--- config.mk ---
export PLATFORM = sky130hd
export DESIGN_NAME = if_unit
export DESIGN_NICKNAME = d
export VERILOG_FILES = /design/src/rtl/mips_defines.sv /design/src/rtl/if_id.sv /design/src/rtl/pc_reg.sv /design/src/rtl/if_unit.sv
export SDC_FILE = /design/constraint.sdc
export NUM_CORES = 1
export LEC_CHECK = 0
export BUFFER_PORTS_ARGS = -buffer_cell sky130_fd_sc_hd__buf_2
export CAP_MARGIN = 20
export CORE_MARGIN = 1.5
export CORE_UTILIZATION = 49
export CTS_BUF_LIST = sky130_fd_sc_hd__clkbuf_8
export CTS_CLUSTER_DIAMETER = 120
export DETAILED_ROUTE_END_ITERATION = 10
export HOLD_SLACK_MARGIN = 0.03
export MAX_ROUTING_LAYER = met4
export PLACE_DENSITY_LB_ADDON = 0.05
export SLEW_MARGIN = 20
export SYNTH_ARGS = -nofsm -noshare
export SYNTH_HDL_FRONTEND = slang
export SYNTH_SLANG_ARGS = --single-unit
--- constraint.sdc ---
create_clock -name clk -period 2.2 [get_ports clk]
set_input_delay 0.33 -clock clk [delete_from_list [all_inputs] [get_ports clk]]
set_output_delay 0.33 -clock clk [all_outputs]
set_load 0.005 [all_outputs]
--- src/rtl/mips_defines.sv ---
// Shared constants for the MIPS pipeline front end.
package mips_defines;
  localparam int unsigned PC_W         = 32;
  localparam logic [31:0] ZERO_WORD    = 32'h0000_0000;
  localparam logic [31:0] NOP_INST     = 32'h0000_0000;
  localparam logic [31:0] RESET_PC     = 32'h0000_0000;
  localparam logic        CHIP_ENABLE  = 1'b1;
  localparam logic        CHIP_DISABLE = 1'b0;
endpackage

--- src/rtl/if_id.sv ---
// IF/ID pipeline register between fetch and decode.
module if_id #(
  parameter int unsigned PC_W = mips_defines::PC_W
) (
  input  logic            clk,
  input  logic            rst,
  input  logic            stall,
  input  logic            flush,
  input  logic [PC_W-1:0] pc,
  input  logic [31:0]     inst,
  input  logic            valid,
  output logic [PC_W-1:0] id_pc,
  output logic [31:0]     id_inst,
  output logic            id_valid
);
  import mips_defines::*;

  always_ff @(posedge clk) begin
    if (rst || flush) begin
      id_pc    <= ZERO_WORD[PC_W-1:0];
      id_inst  <= NOP_INST;
      id_valid <= 1'b0;
    end else if (!stall) begin
      id_pc    <= pc;
      id_inst  <= inst;
      id_valid <= valid;
    end
  end
endmodule

--- src/rtl/pc_reg.sv ---
// Program counter and ROM chip-enable generation.
module pc_reg #(
  parameter int unsigned          PC_W     = mips_defines::PC_W,
  parameter logic [PC_W-1:0]      RESET_PC = mips_defines::RESET_PC[PC_W-1:0]
) (
  input  logic            clk,
  input  logic            rst,
  input  logic            stall,
  input  logic            branch_flag,
  input  logic [PC_W-1:0] branch_target,
  input  logic            flush,
  input  logic [PC_W-1:0] new_pc,
  output logic            ce,
  output logic [PC_W-1:0] pc
);
  import mips_defines::*;

  localparam logic [PC_W-1:0] PC_STEP    = PC_W'(4);
  localparam logic [PC_W-1:0] ALIGN_MASK = ~PC_W'(3);

  always_ff @(posedge clk) begin
    if (rst) ce <= CHIP_DISABLE;
    else     ce <= CHIP_ENABLE;
  end

  // Redirect addresses are word-aligned by masking the low two bits.
  always_ff @(posedge clk) begin
    if (rst || (ce == CHIP_DISABLE)) pc <= RESET_PC;
    else if (flush)                  pc <= new_pc & ALIGN_MASK;
    else if (stall)                  pc <= pc;
    else if (branch_flag)            pc <= branch_target & ALIGN_MASK;
    else                             pc <= pc + PC_STEP;
  end
endmodule

--- src/rtl/if_unit.sv ---
// Instruction-fetch stage: PC generation, ROM interface and IF/ID register.
module if_unit #(
  parameter int unsigned     PC_W     = mips_defines::PC_W,
  parameter int unsigned     ROM_AW   = 6,
  parameter logic [PC_W-1:0] RESET_PC = mips_defines::RESET_PC[PC_W-1:0]
) (
  input  logic              clk,
  input  logic              rst,
  input  logic              stall,
  input  logic              branch_flag,
  input  logic [PC_W-1:0]   branch_target,
  input  logic              flush,
  input  logic [PC_W-1:0]   new_pc,
  input  logic [31:0]       inst_i,
  output logic              ce_o,
  output logic [ROM_AW-1:0] rom_addr_o,
  output logic [PC_W-1:0]   pc_o,
  output logic [PC_W-1:0]   id_pc_o,
  output logic [31:0]       id_inst_o,
  output logic              id_valid_o
);
  import mips_defines::*;

  pc_reg #(
    .PC_W     (PC_W),
    .RESET_PC (RESET_PC)
  ) u_pc_reg (
    .clk           (clk),
    .rst           (rst),
    .stall         (stall),
    .branch_flag   (branch_flag),
    .branch_target (branch_target),
    .flush         (flush),
    .new_pc        (new_pc),
    .ce            (ce_o),
    .pc            (pc_o)
  );

  // Upper PC bits are not decoded, so the ROM image aliases.
  assign rom_addr_o = pc_o[ROM_AW+1:2];

  if_id #(
    .PC_W (PC_W)
  ) u_if_id (
    .clk      (clk),
    .rst      (rst),
    .stall    (stall),
    .flush    (flush),
    .pc       (pc_o),
    .inst     (inst_i),
    .valid    (ce_o),
    .id_pc    (id_pc_o),
    .id_inst  (id_inst_o),
    .id_valid (id_valid_o)
  );
endmodule

* Word-level counts from Yosys, hierarchy flattened *
Cells that the tools add are included.

cells by class
  $add $sub $neg = 1
  eq/ne operators = 1
  mux-type cells = 4
  bitwise gates (word level) = 1
  reduce and logical (&&, ||, !) cells = 3

operator list
  kind                   count
  $mux 32                3
  $add 32x3->32 const B  1
  $logic_or 1x1->1       2
  $ne 2x1->1 const B     1
  $reduce_or 2->1        1
  $mux 1                 1
  $not 1->1              1

storage, ports and cells
  flip-flop bits (word level) = 98
  input port bits = 101
  output and inout port bits = 104
  logic and storage cells = 16

* Depth between registers and ports, before layout *
Gate-level depths: netlist of the first run.

  depth in word-level cells = 4
  depth in mapped cells = 7

* Modules after synthesis *
From an unflattened synthesis of the first run, not the netlist that was laid out.

unflattened totals
  cells, all modules = 502
  area, all modules = 4,600.7 um2

by module, submodules not included
  module   instances  cells each  area each (um2)  sequential area each (um2)
  if_id    1          210         2,338.5          1,301.2
  pc_reg   1          286         2,217.1          660.6
  if_unit  1          6           45.0             0.0

* Worst setup path after synthesis of the first run *
No wires, ideal clock.

  path kind = register -> register
  start point = register u_pc_reg.pc[2]
  end point = register u_pc_reg.pc[28]
  arrival time = 1.654 ns
  setup slack = 0.408 ns
  cell stages (with the launch flop) = 8
  path buffers = 1
  path through = dfxtp_1 > ha_1 > and3_1 > nand3_1 > clkbuf_1 > nor4_1 > xnor2_1 > o221ai_1

on the way
  cells in the longest elaborated chain, start to end = 4

ends and longest elaborated chain
  what                      line          RTL
  start: declaration        pc_reg.sv:14  output logic [PC_W-1:0] pc
  start signal: assignment  pc_reg.sv:29  else if (flush) pc <= new_pc & ALIGN_MASK;
  start signal: assignment  pc_reg.sv:30  else if (stall) pc <= pc;
  start signal: assignment  pc_reg.sv:31  else if (branch_flag) pc <= branch_target & ALIGN_MASK;
  $add 32x3->32             pc_reg.sv:32  else pc <= pc + PC_STEP;
  $mux 32                   pc_reg.sv:31
  $mux 32                   pc_reg.sv:30
  $mux 32                   pc_reg.sv:29

No other way between the ends. The select of a mux whose other input is x is not followed.
A chain may end at the register's enable or synchronous reset.

* Worst setup path after layout of the first run *
  start point = register u_pc_reg.pc[2]
  end point = register u_pc_reg.pc[24]

The elaborated chain is that of the path after synthesis.

==> results of run 1 <==
==> worst paths after layout <==
| check | slack, ps | to |
|---|---|---|
| setup / recovery | 240 | u_pc_reg.pc[24]$_SDFFE_PP0P_ |
| hold / removal | 180 | u_pc_reg.ce$_DFF_P_ |
| setup reg to reg | 240 | u_pc_reg.pc[24]$_SDFFE_PP0P_ |
| hold reg to reg | 470 | u_if_id.id_valid$_SDFFE_PP0N_ |
==> kinds of logic after synthesis <==
family	count (synthesis)	synth area share
and+or+nand+nor	185	0.198
xor gates and xnor gates	14	0.0270
DFF	98	0.432
AOI/OAI and AO/OA	93	0.132
adders and majority gates	1	0.00276
buffers and inverters	53	0.0535
muxes	70	0.155
==> report_power, final <==
group	switching, mW	total [mW]	internal [mW]	leakage (nW)
Clock	0.645	1.05	0.410	0.0868
Combinational	0.242	0.469	0.226	1.95
Sequential	0.0455	1.87	1.82	0.797
==> critical path, delay by kind of cell, from the launching register on <==
family        cells  cell delay (ps)
fa+ha+maj         1              290
flops             1              490
simple gates      5             1070
==> synthesized netlist by cell type, types with 8 or more instances <==
| master | n | area share |
|---|---|---|
| a21oi_1 | 15 | 0.017 |
| a22oi_1 | 9 | 0.015 |
| clkbuf_1 | 24 | 0.020 |
| dfxtp_1 | 98 | 0.43 |
| inv_1 | 9 | 0.0074 |
| mux2i_1 | 69 | 0.15 |
| nand2_1 | 39 | 0.032 |
| nand3_1 | 14 | 0.015 |
| nor2_1 | 81 | 0.067 |
| nor3_1 | 8 | 0.0088 |
| o21ai_0 | 28 | 0.031 |
| o22ai_1 | 11 | 0.015 |
| xnor2_1 | 11 | 0.021 |
==> routing by layer <==
| metal | vias up | part of all wire |
|---|---|---|
| li1 | 2197 | - |
| met1 | 2052 | 0.43 |
| met2 | 178 | 0.49 |
| met3 | 15 | 0.069 |
| met4 | 0 | 0.012 |
| met5 | - | 0 |
==> cell type report <==
class / instances / share of cell area
Sequential cell: 98 / 0.336
Clock inverter: 7 / 0.00792
Multi-Input combinational cell: 363 / 0.400
Tap cell: 108 / 0.0231
Inverter: 10 / 0.00642
Timing Repair Buffer: 225 / 0.206
Clock buffer: 9 / 0.0212
==> run metrics, run 1 <==
final antenna-violating net count 0; Max Freq 0.510 GHz; worst reg2reg path depth 6; Synth Register Bits 98; Post-synth EDFFs 0; Starting Density 0.513; Net count, final 809; final worst setup slack 240 ps; Die Height around 99 um; WP data required 2460 ps; total power roughly 3.4 mW; pre-CTS setup slack 273 ps; met1 usage 0.328; Hold WC Path Type in2reg; synth warn 0; initial antenna violation count 0; Worst path slowest cell dfxtp_1; Final Max Slew Viols 0; PortBufs 200; syn nets 616; Hold Path Depth 2; clk sinks 98; Async S/R FF share, synth 0; Static Leak 2.84 nW; maxcap violations 0; Mean Syn Cell Area 8.83 um2; final critical-path share of the clock period 0.891; slew at the pin closest to its max-slew limit 575 ps; fin area between 0.005 and 0.006 mm2; Max VDD drop around 0.32 mV; peak fanout along the critical path 9; share of cells above drive strength 1 0.351; commonest non-fill, non-tap cells in the layout buf_2, dfxtp_1, nor2_1; Cell Rows 34; gpl congestion roughly 0.88; first-pass GRT wire length 20500 um; wirelength, routed 12900 um; DP Area between 0.005 and 0.006 mm2; Fillers between 800 and 900; drt drc 0; # IOs 205; endpoint class of the critical path flop; clock skew 10.9 ps; Synth Cell Area 0.00454 mm2; type of element launching the critical path flop; post-CTS setup buffer count 0; Synth Flop Type dfxtp_1; status finished clean; Fin. Hold Viols 0; # resized after CTS 0; critical path class reg2reg; FF-to-FF Start u_pc_reg.pc[2]$_SDFFE_PP0P_; Fin Hold WS approximately 180 ps; fin util 0.661; root buf cell clkbuf_8; htree depth 3; Setup TNS 0 ps; via count 4442; vias in the first global route around 4200; relative slew slack 0.617; die footprint roughly 0.0099 mm2; die width 99.3 um; Seq. cell area 0.00196 mm2; Clk pin slew, worst setup/hold paths ~100 ps; met3 usage 0.0527; final setup vio count 0; min-delay src rst; WL/cell 15.7 um; library cells used by synthesis 52; Via-to-Cell Ratio 5.42; GRT Util Overall 0.266; CTS Buffer Depth 2; Core Area 0.00885 mm2; TritonCTS clock tree built; Area Overhead vs Synth 28.8%; final std cells w/o fill 820; n_diodes 0; Gate Count Post-Synth 514; post-detail-place hpwl between 9000 and 10000 um; CP cell instances ha_1 -> and3_1 -> nand3_1 -> nor3_1 -> nand4_1 -> and4b_1; met2 Resource Use GR 0.442; post-layout min period between 1500 and 2000 ps; drt pass-1 iters 4; Hold Buf Count CTS 0; Multi-input gate area 0.00234 mm2; CTS buffer count 9; Skew-Pair Late Insertion Delay ~360 ps; grt ovf 0; placed cells 804; most common cell after layout, fill and taps aside buf_2; GR peak layer met2; power per cell area 580 mW/mm2; largest net degree at the start of global routing between 60 and 70; worst path arrival time 2220 ps; RSZ-0062 raised after global routing false; Worst path max stage delay 490 ps; Critical Path Start u_pc_reg.pc[2]$_SDFFE_PP0P_; starting DRC count in detailed routing 185; sequential-to-total area share from yosys stat 0.432
Power figures use the tool's default switching activity.
==> inputs of run 2 (changes only) <==
==> constraint.sdc (replaced) <==
create_clock -name clk -period 2.2 [get_ports clk]
set_input_delay 0.33 -clock clk [delete_from_list [all_inputs] [get_ports clk]]
set_output_delay 0.33 -clock clk [all_outputs]
set_load 0.05 [all_outputs]
==> run 2 against run 1 <==
Net effect:
- register-to-register slack improved by 30 ps
- critical endpoint is now u_pc_reg.pc[20]$_SDFFE_PP0P_
- utilization increased by 1.0 points
- highest routed layer unchanged
- sequential share of layout area decreased by 0.52 points
==> run metrics, run 2 (synthesized netlist as in run 1, its figures left out) <==
status finished clean; worst hold endpoint u_pc_reg.pc[21]$_SDFFE_PP0P_; first-pass GRT wire length 20800 um; type of element launching the critical path flop; GRT Util Overall 0.269; Hold Buf Count CTS 0; RSZ-0062 raised after global routing false; grt ovf 0; critical path class reg2reg; initial antenna violation count 1; final setup vio count 0; Worst path slowest cell dfxtp_1; peak fanout along the critical path 9; min-delay src branch_target[21]; WL/cell 15.9 um; endpoint class of the critical path flop; maxcap violations 0; Critical path buffers and inverters 1; reg2reg end u_pc_reg.pc[20]$_SDFFE_PP0P_; CP cell instances ha_1 -> and3_1 -> nand3_1 -> buf_4 -> nor4_1 -> nor3_1 -> a21oi_1; Hold Path Depth 3; Starting Density 0.513; Worst path max stage delay 490 ps; Cell Rows 34; Fin. Hold Viols 0; via count 4507; wirelength, routed between 10000 and 15000 um; gpl congestion roughly 0.88; largest net degree at the start of global routing 67; most common cell after layout, fill and taps aside buf_2; Net count, final 812; CTS buffer count 9; WP data required 2490 ps; final critical-path share of the clock period 0.878; Static Leak approximately 2.9 nW; post-layout min period approximately 1900 ps; clock skew 12.6 ps; Setup TNS 0 ps; Die Height 99.3 um; die width 99.3 um; post-detail-place hpwl 9460 um; Final Max Slew Viols 0; Max VDD drop 0.366 mV; Area Overhead vs Synth 30.8%; power per cell area 653 mW/mm2; clk sinks 98; DP Area 0.00570 mm2; Via-to-Cell Ratio around 5.5; reg-to-reg setup timing slack about 270 ps; # IOs 205; Seq. cell area between 0.0015 and 0.002 mm2; Hold WC Path Type in2reg; Fillers 782; starting DRC count in detailed routing 231; CTS Buffer Depth 2; fin area between 0.005 and 0.006 mm2; PortBufs 200; fin util 0.671; CP delay by family, top simple AND/OR/NAND/NOR gates; pre-CTS setup slack between 300 and 400 ps; post-CTS setup buffer count 0; Core Area 0.00885 mm2; slew at the pin closest to its max-slew limit 514 ps; vias in the first global route 4262; TritonCTS clock tree built; final worst setup slack 269 ps; worst path arrival time 2220 ps; # resized after CTS 0; die footprint a little under 0.01 mm2; FF-to-FF Start u_pc_reg.pc[2]$_SDFFE_PP0P_; worst reg2reg path depth 7; Max Freq 0.518 GHz; drt drc 0; share of cells above drive strength 1 0.355; Skew-Pair Late Insertion Delay 350 ps; Multi-input gate area ~0.0023 mm2; htree depth 3; commonest non-fill, non-tap cells in the layout buf_2, dfxtp_1, nor2_1; drt pass-1 iters 6; root buf cell clkbuf_8; final antenna-violating net count 0; relative slew slack 0.657; Clk pin slew, worst setup/hold paths 100 ps
==> run 2: cell types whose count changed in the layout (fill, tap and decap cells not counted) <==
cell | previous run | this run
inv_1 | 10 | 9
clkinv_2 | 2 | 0
clkbuf_8 | 9 | 11
clkinvlp_4 | 2 | 1
bufinv_16 | 0 | 2
diode_2 | 0 | 1
buf_4 | 25 | 28
==> run 2: metal layers <==
| layer | vias to the layer above | part of all wire | GRT usage |
|---|---|---|---|
| met5 | - | 0 | - |
| met4 | 0 | 0.016 | 0.0834 |
| met3 | 19 | 0.069 | 0.0576 |
| met2 | 182 | 0.48 | 0.435 |
| met1 | 2091 | 0.43 | 0.338 |
| li1 | 2215 | - | - |
==> run 2: per-stage QoR <==
| step | total power, mW | std cells | hold WS [ps] |
|---|---|---|---|
| global route | 4.02 | 824 | 193 |
| floorplan | 2.35 | 514 | 405 |
| detailed placement | 2.57 | 807 | 462 |
| finish | 3.88 | 824 | 194 |
| CTS | 3.89 | 823 | 184 |
| global placement | 2.55 | 807 | 451 |
==> run 2: cell type report <==
class                      count  share of cell area
inverter                      10             0.00632
tap                          108              0.0228
sequential                    98               0.330
antenna                        1            0.000421
timing repair buffer         228               0.207
clock inverter                 5              0.0143
multi-input combinational    363               0.394
clock buffer                  11              0.0255
==> run 2: power breakdown <==
group | total, mW | switching (mW) | internal [mW] | leakage (nW)
registers | 1.87 | 0.0433 | 1.82 | 0.797
logic | 0.664 | 0.433 | 0.231 | 1.97
clock network | 1.35 | 0.638 | 0.710 | 0.116
total | 3.88 | 1.11 | 2.76 | 2.88
==> run 2: how the worst max path moves through the flow <==
stage,startpoint,to,slack (ps),cells past startpoint
after global routing,u_pc_reg.pc[2]$_SDFFE_PP0P_,u_pc_reg.pc[30]$_SDFFE_PP0P_,150,6
after CTS,u_pc_reg.pc[2]$_SDFFE_PP0P_,u_pc_reg.pc[30]$_SDFFE_PP0P_,290,6
final,u_pc_reg.pc[2]$_SDFFE_PP0P_,u_pc_reg.pc[20]$_SDFFE_PP0P_,270,7
after global placement,u_pc_reg.pc[2]$_SDFFE_PP0P_,u_pc_reg.pc[14]$_SDFFE_PP0P_,350,7
after floorplan,u_pc_reg.pc[2]$_SDFFE_PP0P_,u_pc_reg.pc[28]$_SDFFE_PP0P_,40,7
after detailed placement,u_pc_reg.pc[2]$_SDFFE_PP0P_,u_pc_reg.pc[28]$_SDFFE_PP0P_,320,6
==> run 2: worst min-delay path, delay by kind of cell <==
| family | cells | cell delay [ps] |
|---|---|---|
| buf+inv | 1 | 80 |
| compound gates | 1 | 60 |
| simple gates | 1 | 40 |
